`src/rtl/victim_cache_ctrl_if.sv`:
```
// rtl/victim_cache_ctrl_if.sv - L1 request/response, tag-store and writeback signals of the victim cache controller
interface victim_cache_ctrl_if #(
  parameter int TAG_WIDTH = 4,
  parameter int NUM_WAYS  = 4
);
  localparam int WAY_W = $clog2(NUM_WAYS);

  logic                 req_valid;
  logic                 req_ready;
  logic                 req_op;
  logic [TAG_WIDTH-1:0] req_tag;
  logic                 req_dirty;

  logic                 rsp_valid;
  logic                 rsp_ready;
  logic                 rsp_hit;
  logic [WAY_W-1:0]     rsp_way;
  logic                 rsp_dirty;

  logic                 ts_lookup_en;
  logic                 ts_read_en;
  logic                 ts_write_en;
  logic                 ts_valid_clear;
  logic                 ts_dirty_set;
  logic [TAG_WIDTH-1:0] ts_tag;
  logic [WAY_W-1:0]     ts_way;
  logic                 ts_hit;
  logic [WAY_W-1:0]     ts_hit_way;
  logic                 ts_valid_read;
  logic                 ts_dirty_read;
  logic [TAG_WIDTH-1:0] ts_tag_read;

  logic                 wb_valid;
  logic                 wb_ready;
  logic [TAG_WIDTH-1:0] wb_tag;

  modport master (
    output req_valid, req_op, req_tag, req_dirty, rsp_ready,
           ts_hit, ts_hit_way, ts_valid_read, ts_dirty_read, ts_tag_read, wb_ready,
    input  req_ready, rsp_valid, rsp_hit, rsp_way, rsp_dirty,
           ts_lookup_en, ts_read_en, ts_write_en, ts_valid_clear, ts_dirty_set,
           ts_tag, ts_way, wb_valid, wb_tag
  );

  modport slave (
    input  req_valid, req_op, req_tag, req_dirty, rsp_ready,
           ts_hit, ts_hit_way, ts_valid_read, ts_dirty_read, ts_tag_read, wb_ready,
    output req_ready, rsp_valid, rsp_hit, rsp_way, rsp_dirty,
           ts_lookup_en, ts_read_en, ts_write_en, ts_valid_clear, ts_dirty_set,
           ts_tag, ts_way, wb_valid, wb_tag
  );
endinterface

```
`src/rtl/victim_cache_ctrl.sv`:
```
// rtl/victim_cache_ctrl.sv - victim cache controller: PROBE extracts a line to L1, INSERT places an L1 victim
// with round-robin replacement and writeback of dirty victims.
module victim_cache_ctrl #(
  parameter int TAG_WIDTH = 4,
  parameter int NUM_WAYS  = 4
) (
  input  logic                clk,
  input  logic                rst,
  victim_cache_ctrl_if.slave  bus
);
  localparam int WAY_W = $clog2(NUM_WAYS);

  typedef enum logic [2:0] {
    S_IDLE, S_LOOKUP, S_EXTRACT, S_VREAD, S_WB, S_WRITE, S_DIRTY, S_RESP
  } state_t;

  state_t               state;
  logic                 op_q;
  logic                 dirty_q;
  logic                 ins_miss_q;
  logic                 hit_q;
  logic                 rsp_dirty_q;
  logic [TAG_WIDTH-1:0] tag_q;
  logic [TAG_WIDTH-1:0] wb_tag_q;
  logic [WAY_W-1:0]     way_q;
  logic [WAY_W-1:0]     rr_ptr;

  always_ff @(posedge clk) begin
    if (rst) begin
      state       <= S_IDLE;
      op_q        <= 1'b0;
      dirty_q     <= 1'b0;
      ins_miss_q  <= 1'b0;
      hit_q       <= 1'b0;
      rsp_dirty_q <= 1'b0;
      tag_q       <= '0;
      wb_tag_q    <= '0;
      way_q       <= '0;
      rr_ptr      <= '0;
    end else begin
      case (state)
        S_IDLE: begin
          if (bus.req_valid) begin
            op_q        <= bus.req_op;
            tag_q       <= bus.req_tag;
            dirty_q     <= bus.req_dirty;
            hit_q       <= 1'b0;
            rsp_dirty_q <= 1'b0;
            ins_miss_q  <= 1'b0;
            way_q       <= '0;
            state       <= S_LOOKUP;
          end
        end
        S_LOOKUP: begin
          if (!op_q) begin
            // A PROBE miss responds with the all-zero flags set at accept.
            if (bus.ts_hit) begin
              way_q <= bus.ts_hit_way;
              state <= S_EXTRACT;
            end else begin
              state <= S_RESP;
            end
          end else if (bus.ts_hit) begin
            way_q <= bus.ts_hit_way;
            hit_q <= 1'b1;
            state <= S_WRITE;
          end else begin
            way_q      <= rr_ptr;
            ins_miss_q <= 1'b1;
            state      <= S_VREAD;
          end
        end
        S_EXTRACT: begin
          rsp_dirty_q <= bus.ts_dirty_read;
          hit_q       <= 1'b1;
          state       <= S_RESP;
        end
        S_VREAD: begin
          if (bus.ts_valid_read && bus.ts_dirty_read) begin
            wb_tag_q    <= bus.ts_tag_read;
            rsp_dirty_q <= 1'b1;
            state       <= S_WB;
          end else begin
            state <= S_WRITE;
          end
        end
        S_WB: begin
          if (bus.wb_ready) state <= S_WRITE;
        end
        S_WRITE: begin
          if (ins_miss_q) rr_ptr <= rr_ptr + 1'b1;
          state <= dirty_q ? S_DIRTY : S_RESP;
        end
        S_DIRTY: state <= S_RESP;
        S_RESP: begin
          if (bus.rsp_ready) state <= S_IDLE;
        end
        default: state <= S_IDLE;
      endcase
    end
  end

  // Every output is forced low while rst is high, so nothing leaks in the reset cycle itself.
  logic run;
  assign run = !rst;

  assign bus.req_ready      = run && (state == S_IDLE);
  assign bus.rsp_valid      = run && (state == S_RESP);
  assign bus.rsp_hit        = run && hit_q;
  assign bus.rsp_way        = run ? way_q : '0;
  assign bus.rsp_dirty      = run && rsp_dirty_q;

  assign bus.ts_lookup_en   = run && (state == S_LOOKUP);
  assign bus.ts_read_en     = run && ((state == S_EXTRACT) || (state == S_VREAD));
  assign bus.ts_write_en    = run && (state == S_WRITE);
  assign bus.ts_valid_clear = run && (state == S_EXTRACT);
  assign bus.ts_dirty_set   = run && (state == S_DIRTY);
  assign bus.ts_tag         = (run && ((state == S_LOOKUP) || (state == S_WRITE))) ? tag_q : '0;
  assign bus.ts_way         = (run && ((state == S_EXTRACT) || (state == S_VREAD) ||
                                       (state == S_WRITE) || (state == S_DIRTY))) ? way_q : '0;

  assign bus.wb_valid       = run && (state == S_WB);
  assign bus.wb_tag         = (run && (state == S_WB)) ? wb_tag_q : '0;
endmodule

```
`src/flat_wrapper.sv`:
```
// flat-port wrapper written by rule: the top's interface ports become plain ports
module victim_cache_ctrl_flat 
#(
  parameter int TAG_WIDTH = 4,
  parameter int NUM_WAYS  = 4
)
  (clk, rst, bus_req_valid, bus_req_op, bus_req_tag, bus_req_dirty, bus_rsp_ready, bus_ts_hit, bus_ts_hit_way, bus_ts_valid_read, bus_ts_dirty_read, bus_ts_tag_read, bus_wb_ready, bus_req_ready, bus_rsp_valid, bus_rsp_hit, bus_rsp_way, bus_rsp_dirty, bus_ts_lookup_en, bus_ts_read_en, bus_ts_write_en, bus_ts_valid_clear, bus_ts_dirty_set, bus_ts_tag, bus_ts_way, bus_wb_valid, bus_wb_tag);
  victim_cache_ctrl_if #(.TAG_WIDTH(TAG_WIDTH), .NUM_WAYS(NUM_WAYS)) bus_i ();
  input  logic clk;
  input  logic rst;
  input wire logic [$bits(bus_i.req_valid)-1:0] bus_req_valid;
  input wire logic [$bits(bus_i.req_op)-1:0] bus_req_op;
  input wire logic [$bits(bus_i.req_tag)-1:0] bus_req_tag;
  input wire logic [$bits(bus_i.req_dirty)-1:0] bus_req_dirty;
  input wire logic [$bits(bus_i.rsp_ready)-1:0] bus_rsp_ready;
  input wire logic [$bits(bus_i.ts_hit)-1:0] bus_ts_hit;
  input wire logic [$bits(bus_i.ts_hit_way)-1:0] bus_ts_hit_way;
  input wire logic [$bits(bus_i.ts_valid_read)-1:0] bus_ts_valid_read;
  input wire logic [$bits(bus_i.ts_dirty_read)-1:0] bus_ts_dirty_read;
  input wire logic [$bits(bus_i.ts_tag_read)-1:0] bus_ts_tag_read;
  input wire logic [$bits(bus_i.wb_ready)-1:0] bus_wb_ready;
  output wire logic [$bits(bus_i.req_ready)-1:0] bus_req_ready;
  output wire logic [$bits(bus_i.rsp_valid)-1:0] bus_rsp_valid;
  output wire logic [$bits(bus_i.rsp_hit)-1:0] bus_rsp_hit;
  output wire logic [$bits(bus_i.rsp_way)-1:0] bus_rsp_way;
  output wire logic [$bits(bus_i.rsp_dirty)-1:0] bus_rsp_dirty;
  output wire logic [$bits(bus_i.ts_lookup_en)-1:0] bus_ts_lookup_en;
  output wire logic [$bits(bus_i.ts_read_en)-1:0] bus_ts_read_en;
  output wire logic [$bits(bus_i.ts_write_en)-1:0] bus_ts_write_en;
  output wire logic [$bits(bus_i.ts_valid_clear)-1:0] bus_ts_valid_clear;
  output wire logic [$bits(bus_i.ts_dirty_set)-1:0] bus_ts_dirty_set;
  output wire logic [$bits(bus_i.ts_tag)-1:0] bus_ts_tag;
  output wire logic [$bits(bus_i.ts_way)-1:0] bus_ts_way;
  output wire logic [$bits(bus_i.wb_valid)-1:0] bus_wb_valid;
  output wire logic [$bits(bus_i.wb_tag)-1:0] bus_wb_tag;
  assign bus_i.req_valid = bus_req_valid;
  assign bus_i.req_op = bus_req_op;
  assign bus_i.req_tag = bus_req_tag;
  assign bus_i.req_dirty = bus_req_dirty;
  assign bus_i.rsp_ready = bus_rsp_ready;
  assign bus_i.ts_hit = bus_ts_hit;
  assign bus_i.ts_hit_way = bus_ts_hit_way;
  assign bus_i.ts_valid_read = bus_ts_valid_read;
  assign bus_i.ts_dirty_read = bus_ts_dirty_read;
  assign bus_i.ts_tag_read = bus_ts_tag_read;
  assign bus_i.wb_ready = bus_wb_ready;
  assign bus_req_ready = bus_i.req_ready;
  assign bus_rsp_valid = bus_i.rsp_valid;
  assign bus_rsp_hit = bus_i.rsp_hit;
  assign bus_rsp_way = bus_i.rsp_way;
  assign bus_rsp_dirty = bus_i.rsp_dirty;
  assign bus_ts_lookup_en = bus_i.ts_lookup_en;
  assign bus_ts_read_en = bus_i.ts_read_en;
  assign bus_ts_write_en = bus_i.ts_write_en;
  assign bus_ts_valid_clear = bus_i.ts_valid_clear;
  assign bus_ts_dirty_set = bus_i.ts_dirty_set;
  assign bus_ts_tag = bus_i.ts_tag;
  assign bus_ts_way = bus_i.ts_way;
  assign bus_wb_valid = bus_i.wb_valid;
  assign bus_wb_tag = bus_i.wb_tag;
  victim_cache_ctrl #(.TAG_WIDTH(TAG_WIDTH), .NUM_WAYS(NUM_WAYS)) u_core (.clk(clk), .rst(rst), .bus(bus_i));
endmodule
```
`config.mk`:
```
export PLATFORM = sky130hd
export DESIGN_NAME = victim_cache_ctrl_flat
export DESIGN_NICKNAME = d
export VERILOG_FILES = /design/src/rtl/victim_cache_ctrl_if.sv /design/src/rtl/victim_cache_ctrl.sv /design/src/flat_wrapper.sv
export SDC_FILE = /design/constraint.sdc
export NUM_CORES = 1
export LEC_CHECK = 0
export BUFFER_PORTS_ARGS = -buffer_cell sky130_fd_sc_hd__buf_4
export CORE_ASPECT_RATIO = 1.4
export CORE_MARGIN = 5
export CORE_UTILIZATION = 48
export CTS_CLUSTER_DIAMETER = 120
export DETAILED_ROUTE_END_ITERATION = 6
export GPL_TIMING_DRIVEN = 0
export PLACE_DENSITY = 0.87
export SYNTH_ARGS = -nofsm -noshare
export SYNTH_HDL_FRONTEND = slang
export SYNTH_SLANG_ARGS = --single-unit
```
`constraint.sdc`:
```
create_clock -name clk -period 1.6 [get_ports clk]
set_input_delay 0.08 -clock clk [delete_from_list [all_inputs] [get_ports clk]]
set_output_delay 0.08 -clock clk [all_outputs]
set_load 0.005 [all_outputs]
```
==> reports/results.txt <==
Status: finished clean
Mean Syn Cell Area: 8.443 µm²
DRT Wirelength: 2987 µm
RSZ-0062 raised after global routing: yes
Unique masters post-synth: 37
DP Cell Count: 194
Worst Tran Pin Value: 588.2 ps
Critical path type: flop to primary output
Crit path required time: 1520 ps
Clock share of power: 27.9%
Final Max Slew Viols: 0
Row Count: 20
Setup Fix Bufs, Post-CTS: 0
Seq/Total Area, Yosys: 36.20%
WP data arrival: 1460 ps
CP Launch Type: flop
Worst Slack Setup Final: 57.16 ps
Number of synthesized flops with an enable pin: 0
Mapped Area: 1106 µm²
Most frequent cell after synthesis: dfxtp_1
Starting Density: 50.23%
Switching Fraction: 30.66%
Share of cells above drive strength 1: 39.77%
Flop pwr share: 38.8%
Vias: 1121
CP max stage delay: 350 ps
Max stage delay cell, worst path: dfxtp_2
Psw: 453.8 µW
First-pass GRT wire length: 4712 µm
Crit path from: u_core.state[1]
Final ANT Viol Nets: 0
DRT iter0 DRCs: 44
CP cell instances: buf_4 -> buf_4 -> nor2_4 -> and3_4 -> buf_4
Vias/cell: 5.662
Detailed Place HPWL: 2349 µm
Ports: 42
Clk Tree Root Cell: clkbuf_4
Final Hold Vio Count: 0
Top post-synthesis cells by area: dfxtp_1 (36%), mux2i_1 (7.2%), nor2_1 (4.8%)
IO Port Bufs: 41
H-tree levels: 1
Syn Nets: 153
Syn-to-layout area delta: 39.48%
Number of fill cells: 173
Most frequent cells after synthesis: dfxtp_1 (20), nor2_1 (14), mux2i_1 (8)
Final setup fails: 0
Synth top area share: 36.20%
Max_slew headroom: 60.62%
Most used cell, CP: buf_4
HP Start: bus_req_tag[2]
Syn. warnings: 0
Hold WS: 9.769 ps
CTS tree: built
#FFs+latches synth: 20
DRT Pass-1 Iters: 4
Number of clock buffers inserted by TritonCTS: 3
Remaining DRCs: 0
Vias in the first global route: 1140
Nets: 199
Crit share post-route: 96.43%
Skew final: 12.47 ps
Core area: 2202 µm²
Pint: 1.026 mW
Maximum VDD drop: 1018 µV
Pre-CTS WS: 143.3 ps
Ant diodes: 0
Pwr dens: 959.4 nW/µm²
GRT Util Overall: 17.88%
Die X: 50.57 µm
Synth area leader: dfxtp_1
Final setup TNS: 0 ps
Clock-pin slew on the worst setup and hold paths: 120 ps
Worst-case clock buffer depth: 2
Post-synth top flop: dfxtp_1
Pin count of the biggest net entering global routing: 13
Tightest Hold Check Type: primary input to flop
Global route overflow: 0
DIE AREA: 3378 µm²
Max frequency: 648.2 MHz
Min cycle time layout: 1543 ps
Synthesized instance count: 131
Clk Latency, worst-skew pair: 310 ps
Worst setup EP type: primary output
CTS sink count: 20
Post-synth ARST share: 0%
Hold-fix buffers, CTS: 0
Fin cells: 198
RR Startpoint: u_core.state[2]
CP max FO: 10
Leakage: 0.6993 nW
Die outline height: 66.80 µm
Logic gate share of total power: 33.3%
GP Congestion: 0.8696
WL/cell: 15.09 µm
Initial antenna violation count: 0
# Max-Cap Violations: 0
stage by stage:
step / cell area [µm²] / util, % / total power, mW
floorplan: 1106 / - / 0.8788
global placement: 1441 / 65.45 / 1.017
detailed placement: 1441 / 65.45 / 1.035
CTS: 1529 / 69.43 / 1.472
global route: 1543 / 70.06 / 1.561
finish: 1543 / 70.06 / 1.480
logic make-up after synthesis:
kind of cell / after synthesis / share of synthesized area, %
and+or+nand+nor: 58 / 30.32
AOI/OAI and AO/OA: 26 / 15.16
xor gates and xnor gates: 2 / 1.584
DFF: 20 / 36.20
buffers and inverters: 14 / 6.222
adders and majority gates: 2 / 2.262
muxes: 9 / 8.258
power by group through the flow:
| stage | registers [mW] | logic (mW) | clock network (mW) |
|---|---|---|---|
| after floorplan | 0.575 | 0.304 | 0 |
| after global placement | 0.580 | 0.437 | 0 |
| after detailed placement | 0.583 | 0.452 | 0 |
| after CTS | 0.571 | 0.485 | 0.416 |
| after global routing | 0.579 | 0.538 | 0.444 |
| final | 0.574 | 0.493 | 0.412 |
placed cells by master, fill, tap and decap left out, drive strengths merged:
cell type	Yosys	layout
o22ai	3	3
mux2i	8	8
xnor2	2	2
nor2b	3	3
and2	4	4
a2111oi	2	2
buf	6	48
nor2	20	20
or3	1	1
bufinv	0	1
a311oi	1	1
nor3	5	5
inv	6	6
mux2	1	1
nor4b	1	1
a21oi	7	7
nand3	5	5
nand2	2	2
nor4	1	1
nand2b	6	6
o21ai	7	7
dfxtp	20	20
o21a	2	2
nand3b	1	1
and3	6	6
o21bai	1	1
ha	2	2
a211oi	1	1
a21boi	1	1
and2b	1	1
nand4b	2	2
clkbuf	2	4
a211o	1	1
cell type report:
cell class | instances | area, µm² | area share [%]
tap | 22 | 27.53 | 1.784
sequential | 20 | 402.9 | 26.12
clock buffer | 3 | 22.52 | 1.460
timing repair buffer | 41 | 307.8 | 19.95
clock inverter | 1 | 30.03 | 1.946
buffer | 8 | 58.81 | 3.812
multi-input combinational | 97 | 670.6 | 43.47
inverter | 6 | 22.52 | 1.460
routing by layer:
| metal | global-route usage [%] | up-vias | routed length (µm) |
|---|---|---|---|
| met1 | 17.28 | 511 | 1083 |
| met5 | 0 | - | 0 |
| met4 | 8.946 | 0 | 68 |
| met2 | 34.16 | 51 | 1566 |
| met3 | 3.803 | 8 | 269 |
| li1 | - | 551 | - |
flip-flops by register name, indices dropped and copies added (netlist names):
| name | flops |
|---|---|
| u_core.rr_ptr | 2 |
| u_core.tag_q | 4 |
| u_core.state | 3 |
| u_core.ins_miss_q | 1 |
| u_core.way_q | 2 |
| u_core.rsp_dirty_q | 1 |
| u_core.op_q | 1 |
| u_core.hit_q | 1 |
| u_core.wb_tag_q | 4 |
| u_core.dirty_q | 1 |
timing repair:
| item | CTS | global route |
|---|---|---|
| pin swaps | 0 | 2 |
| setup endpoints to repair | 13 | 10 |
| resized for setup | 9 | 6 |
critical path: cells and delay by family (launching register included):
family | cells | cell delay [ps]
DFF | 1 | 350
buffers and inverters | 3 | 450
and+or+nand+nor | 2 | 350
worst paths after layout:
kind / end / slack, ps / cells after the start
worst max-delay path: bus_ts_tag[1] / 60 / 5
worst min-delay path: u_core.tag_q[2] / 10 / 3
worst max register to register: u_core.dirty_q / 140 / 4
worst min register to register: u_core.wb_tag_q[3] / 480 / 2
Note: power is estimated with default switching activity, not from simulation.
